## src/rtl/seq_mul_add_nat_pkg.sv

```systemverilog
// Shared constants for the sequential digit-serial multiply-accumulate.
package seq_mul_add_nat_pkg;
    localparam int DIGIT_W = 4;

    typedef enum logic [1:0] {
        IDLE = 2'd0,
        BUSY = 2'd1,
        DONE = 2'd2
    } state_t;
endpackage

```

## src/rtl/seq_mul_add_nat_digit_mac.sv

```systemverilog
// add: N-bit natural adder, result truncated to N bits.
// Latency: combinational.
// Backpressure: none.
module add #(
    parameter int N = 8
) (
    input  logic [N-1:0] a,
    input  logic [N-1:0] b,
    output logic [N-1:0] s
);
    assign s = a + b;
endmodule

// mul_add_nat: m = a*b + d on N-bit naturals, 2N-bit result (never overflows).
// Latency: combinational.
// Backpressure: none.
module mul_add_nat #(
    parameter int N = 4
) (
    input  logic [N-1:0]   a,
    input  logic [N-1:0]   b,
    input  logic [N-1:0]   d,
    output logic [2*N-1:0] m
);
    assign m = {{N{1'b0}}, a} * {{N{1'b0}}, b} + {{N{1'b0}}, d};
endmodule

// digit_mac: t = a*b + d + e on 4-bit digits; max 15*15+15+15 = 255 fits in 8 bits.
// Latency: combinational.
// Backpressure: none.
module digit_mac
    import seq_mul_add_nat_pkg::*;
(
    input  logic [DIGIT_W-1:0]   a,
    input  logic [DIGIT_W-1:0]   b,
    input  logic [DIGIT_W-1:0]   d,
    input  logic [DIGIT_W-1:0]   e,
    output logic [2*DIGIT_W-1:0] t
);
    logic [2*DIGIT_W-1:0] ab_d;

    mul_add_nat #(.N(DIGIT_W)) u_mul_add (
        .a (a),
        .b (b),
        .d (d),
        .m (ab_d)
    );

    add #(.N(2*DIGIT_W)) u_add (
        .a (ab_d),
        .b ({{DIGIT_W{1'b0}}, e}),
        .s (t)
    );
endmodule

```

## src/rtl/seq_mul_add_nat.sv

```systemverilog
// Sequential natural multiply-accumulate m = x*y + c, one 4-bit digit product per cycle.
// Latency: D*D busy cycles after the accepting edge; one operation in flight, no overlap.
// Backpressure: result held in DONE until out_ready; in_ready low from accept until the result is taken.
module seq_mul_add_nat
    import seq_mul_add_nat_pkg::*;
#(
    parameter int N = 8
) (
    input  logic           clock,
    input  logic           reset,
    input  logic           in_valid,
    output logic           in_ready,
    input  logic [N-1:0]   x,
    input  logic [N-1:0]   y,
    input  logic [N-1:0]   c,
    output logic           out_valid,
    input  logic           out_ready,
    output logic [2*N-1:0] m
);
    localparam int D  = N / DIGIT_W;
    localparam int CW = (D > 1) ? $clog2(D) : 1;
    localparam logic [CW-1:0] LAST = CW'(D - 1);

    state_t              state;
    logic [N-1:0]        xr;
    logic [N-1:0]        yr;
    logic [2*N-1:0]      p;
    logic [DIGIT_W-1:0]  k;
    logic [CW-1:0]       i;
    logic [CW-1:0]       j;

    logic [CW:0]          lo_idx;
    logic [CW:0]          hi_idx;
    logic [DIGIT_W-1:0]   x_dig;
    logic [DIGIT_W-1:0]   y_dig;
    logic [DIGIT_W-1:0]   p_dig;
    logic [DIGIT_W-1:0]   k_in;
    logic [2*DIGIT_W-1:0] t;

    // lo_idx addresses the running partial-product digit; hi_idx the row's top digit.
    assign lo_idx = {1'b0, i} + {1'b0, j};
    assign hi_idx = {1'b0, j} + (CW+1)'(D);

    assign x_dig = xr[i*DIGIT_W +: DIGIT_W];
    assign y_dig = yr[j*DIGIT_W +: DIGIT_W];
    assign p_dig = p[lo_idx*DIGIT_W +: DIGIT_W];
    assign k_in  = (i == '0) ? '0 : k;

    digit_mac u_digit_mac (
        .a (x_dig),
        .b (y_dig),
        .d (p_dig),
        .e (k_in),
        .t (t)
    );

    assign m = p;

    always_ff @(posedge clock) begin
        if (reset) begin
            state     <= IDLE;
            in_ready  <= 1'b1;
            out_valid <= 1'b0;
            xr        <= '0;
            yr        <= '0;
            p         <= '0;
            k         <= '0;
            i         <= '0;
            j         <= '0;
        end else begin
            case (state)
                IDLE: begin
                    if (in_valid) begin
                        xr       <= x;
                        yr       <= y;
                        p        <= {{N{1'b0}}, c};
                        k        <= '0;
                        i        <= '0;
                        j        <= '0;
                        in_ready <= 1'b0;
                        state    <= BUSY;
                    end
                end
                BUSY: begin
                    p[lo_idx*DIGIT_W +: DIGIT_W] <= t[DIGIT_W-1:0];
                    k <= t[2*DIGIT_W-1:DIGIT_W];
                    if (i == LAST) begin
                        // Row carry lands in a digit no earlier row has touched.
                        p[hi_idx*DIGIT_W +: DIGIT_W] <= t[2*DIGIT_W-1:DIGIT_W];
                        i <= '0;
                        if (j == LAST) begin
                            j         <= '0;
                            out_valid <= 1'b1;
                            state     <= DONE;
                        end else begin
                            j <= j + 1'b1;
                        end
                    end else begin
                        i <= i + 1'b1;
                    end
                end
                DONE: begin
                    if (out_ready) begin
                        out_valid <= 1'b0;
                        in_ready  <= 1'b1;
                        state     <= IDLE;
                    end
                end
                default: begin
                    state     <= IDLE;
                    in_ready  <= 1'b1;
                    out_valid <= 1'b0;
                end
            endcase
        end
    end
endmodule

```

## config.mk

```make
export PLATFORM = sky130hd
export DESIGN_NAME = seq_mul_add_nat
export DESIGN_NICKNAME = d
export VERILOG_FILES = /design/src/rtl/seq_mul_add_nat_pkg.sv /design/src/rtl/seq_mul_add_nat_digit_mac.sv /design/src/rtl/seq_mul_add_nat.sv
export SDC_FILE = /design/constraint.sdc
export NUM_CORES = 1
export LEC_CHECK = 0
export ABC_AREA = 1
export CORE_MARGIN = 5
export CORE_UTILIZATION = 60
export CTS_BUF_LIST = sky130_fd_sc_hd__clkbuf_8
export DETAILED_ROUTE_END_ITERATION = 10
export PLACE_DENSITY = 0.94
export SYNTH_ARGS = -nofsm -noshare
export SYNTH_HDL_FRONTEND = slang
export SYNTH_SLANG_ARGS = --single-unit
```

## constraint.sdc

```tcl
create_clock -name clock -period 10.3 [get_ports clock]
set_input_delay 3.09 -clock clock [delete_from_list [all_inputs] [get_ports clock]]
set_output_delay 3.09 -clock clock [all_outputs]
set_load 0.02 [all_outputs]
```

==> metrics.md <==
| Metric | Value |
|---|---|
| Worst-path maximum fanout | `20` |
| Final critical-path share of the clock period | `between 40% and 50%` |
| RSZ-0062 raised after global routing | `false` |
| Most common cell after layout, fill and taps aside | `nand2_1` |
| DRT iter0 DRCs | `between 200 and 300` |
| CP required | `between 10 and 15 ns` |
| Layout Skew | `0.0103 ns` |
| Max-Cap Viols | `0` |
| Antenna Violating Nets Remaining | `0` |
| Status | `complete, no violations` |
| FILL cells | `roughly 330` |
| CTS Buffer Depth | `2` |
| Skew-Pair Late Insertion Delay | `0.30 ns` |
| CTS Buf Count | `5` |
| Post-CTS sizing | `0` |
| Routed len/inst | `between 10 and 15 um` |
| Worst-case vdd ir drop | `just under 0.1 mV` |
| Layout cells sized above 1 | `8.41%` |
| Reg area | `~840 um^2` |
| CP Cell Sequence | `inv_2 > ha_1 > inv_1 > nor2_1 > o221ai_1 > fa_1 > inv_1 > fa_1 > fa_1 > inv_1 > fa_1 > inv_1 > o21ai_0 > nand4_1 > nand2_1 > inv_1 > a21oi_2` |
| Initial antenna violation count | `0` |
| CTS sink count | `42` |
| Overflow after GRT | `0` |
| Warnings from Yosys | `0` |
| Hold Vio Cnt, Final | `0` |
| # setup viols final | `0` |
| Slew Limit Fails | `0` |
| Fin Setup TNS | `0 ns` |
| CP startpoint kind | `register` |
| DP HPWL | `5370 um` |
| Post-synth top area cell | `dfxtp_1` |
| N_diodes | `0` |
| Routability congestion estimate | `1.05` |
| CP Capture Type | `register` |
| Largest family of logic cells by synthesized area | `simple AND/OR/NAND/NOR gates` |
| Vias in the first global route | `~2,600` |
| Final core occ | `75.5%` |
| Crit path top cell by count | `inv_1` |
| CP peak stage delay | `between 0.6 and 0.7 ns` |
| Post-synthesis simple-gate area fraction | `between 20% and 30%` |
| Leakage | `between 0.0015 and 0.002 uW` |
| Area share of fa/ha/maj cells after synthesis | `around 15%` |
| Synth top area cells | `dfxtp_1 (30%), fa_1 (8.6%), nand2_1 (7.6%)` |
| Pre-antenna DRT Iters | `7` |
| Initial Util | `roughly 63%` |
| DRT Wirelength | `~7000 um` |
| Clock slew at the register clock pins of the worst setup and hold paths | `about 0.090 ns` |
| Min-delay worst type | `reg2reg` |
| Wire length of the first global-routing pass | `11,900 um` |
| Remaining DRCs | `0` |
| Prevailing post-synth register cell | `dfxtp_1` |
| Yosys reg bits | `42` |
| Mux cell area share after synthesis | `less than 1%` |
| Port Buffers | `45` |
| Via count | `~2,700` |
| Htree depth | `2` |
| Critical Path AT | `around 5.2 ns` |
| Max_slew headroom | `a little over half` |
| Number of synthesized flops with an enable pin | `0` |
| Synth Instances | `between 300 and 400` |
| CTS Hold Bufs | `0` |
| Top-Level Pins | `46` |
| Most frequent cells in the layout | `nand2_1 (57), inv_1 (56), nor2_1 (55)` |
| XOR/XNOR Fraction of Synth Area | `less than 1%` |
| Worst slew pin tran | `slightly above 0.7 ns` |
| CTS tree | `built` |
| Synth-to-Final Area Change | `19.7%` |
| Critical path class | `reg2reg` |
| DIE AREA | `approximately 0.006 mm^2` |
| Total GRT Usage | `between 20% and 30%` |
| Die Y | `78.4 um` |
| Ys async rst share | `0%` |
| Multi-input gate area | `between 0.0015 and 0.002 mm^2` |
| Yosys top cell area share | `approximately 30%` |
| Netlist cell types | `36` |
| Slowest CP cell | `ha_1` |
| Post-synthesis sequential area ratio | `between 20% and 30%` |
| Largest net degree at the start of global routing | `28` |
| Net count, final | `a little under 500` |
| CTS Root Cell | `clkbuf_8` |
| Vias/cell | `between 5 and 6` |
| Netlist Area Pre-Place | `approximately 0.0028 mm^2` |
| Power per Cell Area | `between 150 and 200 mW/mm^2` |
| Max frequency | `slightly above 0.2 GHz` |
| # Post-CTS Setup Buffers | `0` |
| Core footprint | `0.00444 mm^2` |
| Syn Nets | `445` |
| Post-route minimum period | `just under 5 ns` |
| # rows | `24` |
| Synth Area in Compound Gates | `between 10% and 20%` |
| Chip width | `78.4 um` |
| Post-Syn Area per Cell | `7.19 um^2` |
[registers in the layout (all words and copies together) (netlist names)]
name       cells
m             16
k              4
i              1
out_valid      1
in_ready       1
j              1
state          2
yr             8
xr             8
[cell type report]
type	count	share of cell area, %
Inverter	63	7.12
Tap cell	52	1.94
Timing Repair Buffer	45	13.4
Multi-Input combinational cell	270	48.4
Clock buffer	5	2.05
Clock inverter	3	2.05
Sequential cell	42	25.0
[cell families after synthesis]
kind of cell / Yosys count
flip-flops: 42
adder cells (fa/ha/maj): 27
multiplexers: 1
XOR/XNOR: 1
AND/OR/NAND/NOR: 148
buffers and inverters: 78
AO/OA/AOI/OAI: 93
[metal layers]
layer  part of all wire [%]  vias up  GRT usage, %
met1                     41     1254          31.2
met2                     48      135          39.8
li1                       -     1324             -
met5                      0        -             0
met4                    1.4        0          6.99
met3                    9.5       13          4.81
[synthesized netlist by cell type (2+ instances only)]
master / count
o21ai_1: 14
inv_1: 56
or2_2: 8
buf_2: 4
a21oi_1: 35
dfxtp_1: 42
buf_6: 2
o221ai_1: 2
a211oi_1: 3
buf_4: 3
nand3b_1: 2
fa_1: 12
a21oi_2: 3
nand2_2: 3
nand2_1: 57
clkbuf_1: 4
nor2_1: 55
nand3_1: 14
nor2_4: 2
ha_1: 15
o21ai_0: 30
nand4_1: 5
inv_2: 6
[through the flow]
step | hold slack (ns) | power [uW] | cells | setup slack (ns) | area [um^2]
finish | 0.481 | 507 | 480 | 5.33 | 3360
CTS | 0.477 | 507 | 480 | 5.37 | 3360
global placement | 0.447 | 342 | 472 | 5.43 | 3220
detailed placement | 0.463 | 348 | 472 | 5.41 | 3220
floorplan | 0.439 | 303 | 390 | 6.20 | 2800
global route | 0.508 | 540 | 480 | 4.95 | 3360
[worst max-delay path: cells and delay by family (launching register included)]
family                   cells  cell delay (ns)
AND/OR/NAND/NOR              3             0.39
AO/OA/AOI/OAI                3             0.47
buffers and inverters        6             0.61
flip-flops                   1             0.64
adder cells (fa/ha/maj)      5             2.81
[path summary, 6_finish.rpt]
kind	slack, ns	from	cells past startpoint	to
max	5.33	i$_SDFFE_PP0P_	17	m[11]$_SDFFE_PP0P_
min	0.48	yr[6]$_SDFFE_PP0P_	2	yr[6]$_SDFFE_PP0P_
max reg2reg	5.33	i$_SDFFE_PP0P_	17	m[11]$_SDFFE_PP0P_
min reg2reg	0.48	yr[6]$_SDFFE_PP0P_	2	yr[6]$_SDFFE_PP0P_
[power breakdown]
part           switching, uW  total, uW  internal (uW)
combinational            101        164           62.7
sequential              9.19        183            174
clock                   62.4        160           97.2
(Power assumes the default switching activity.)
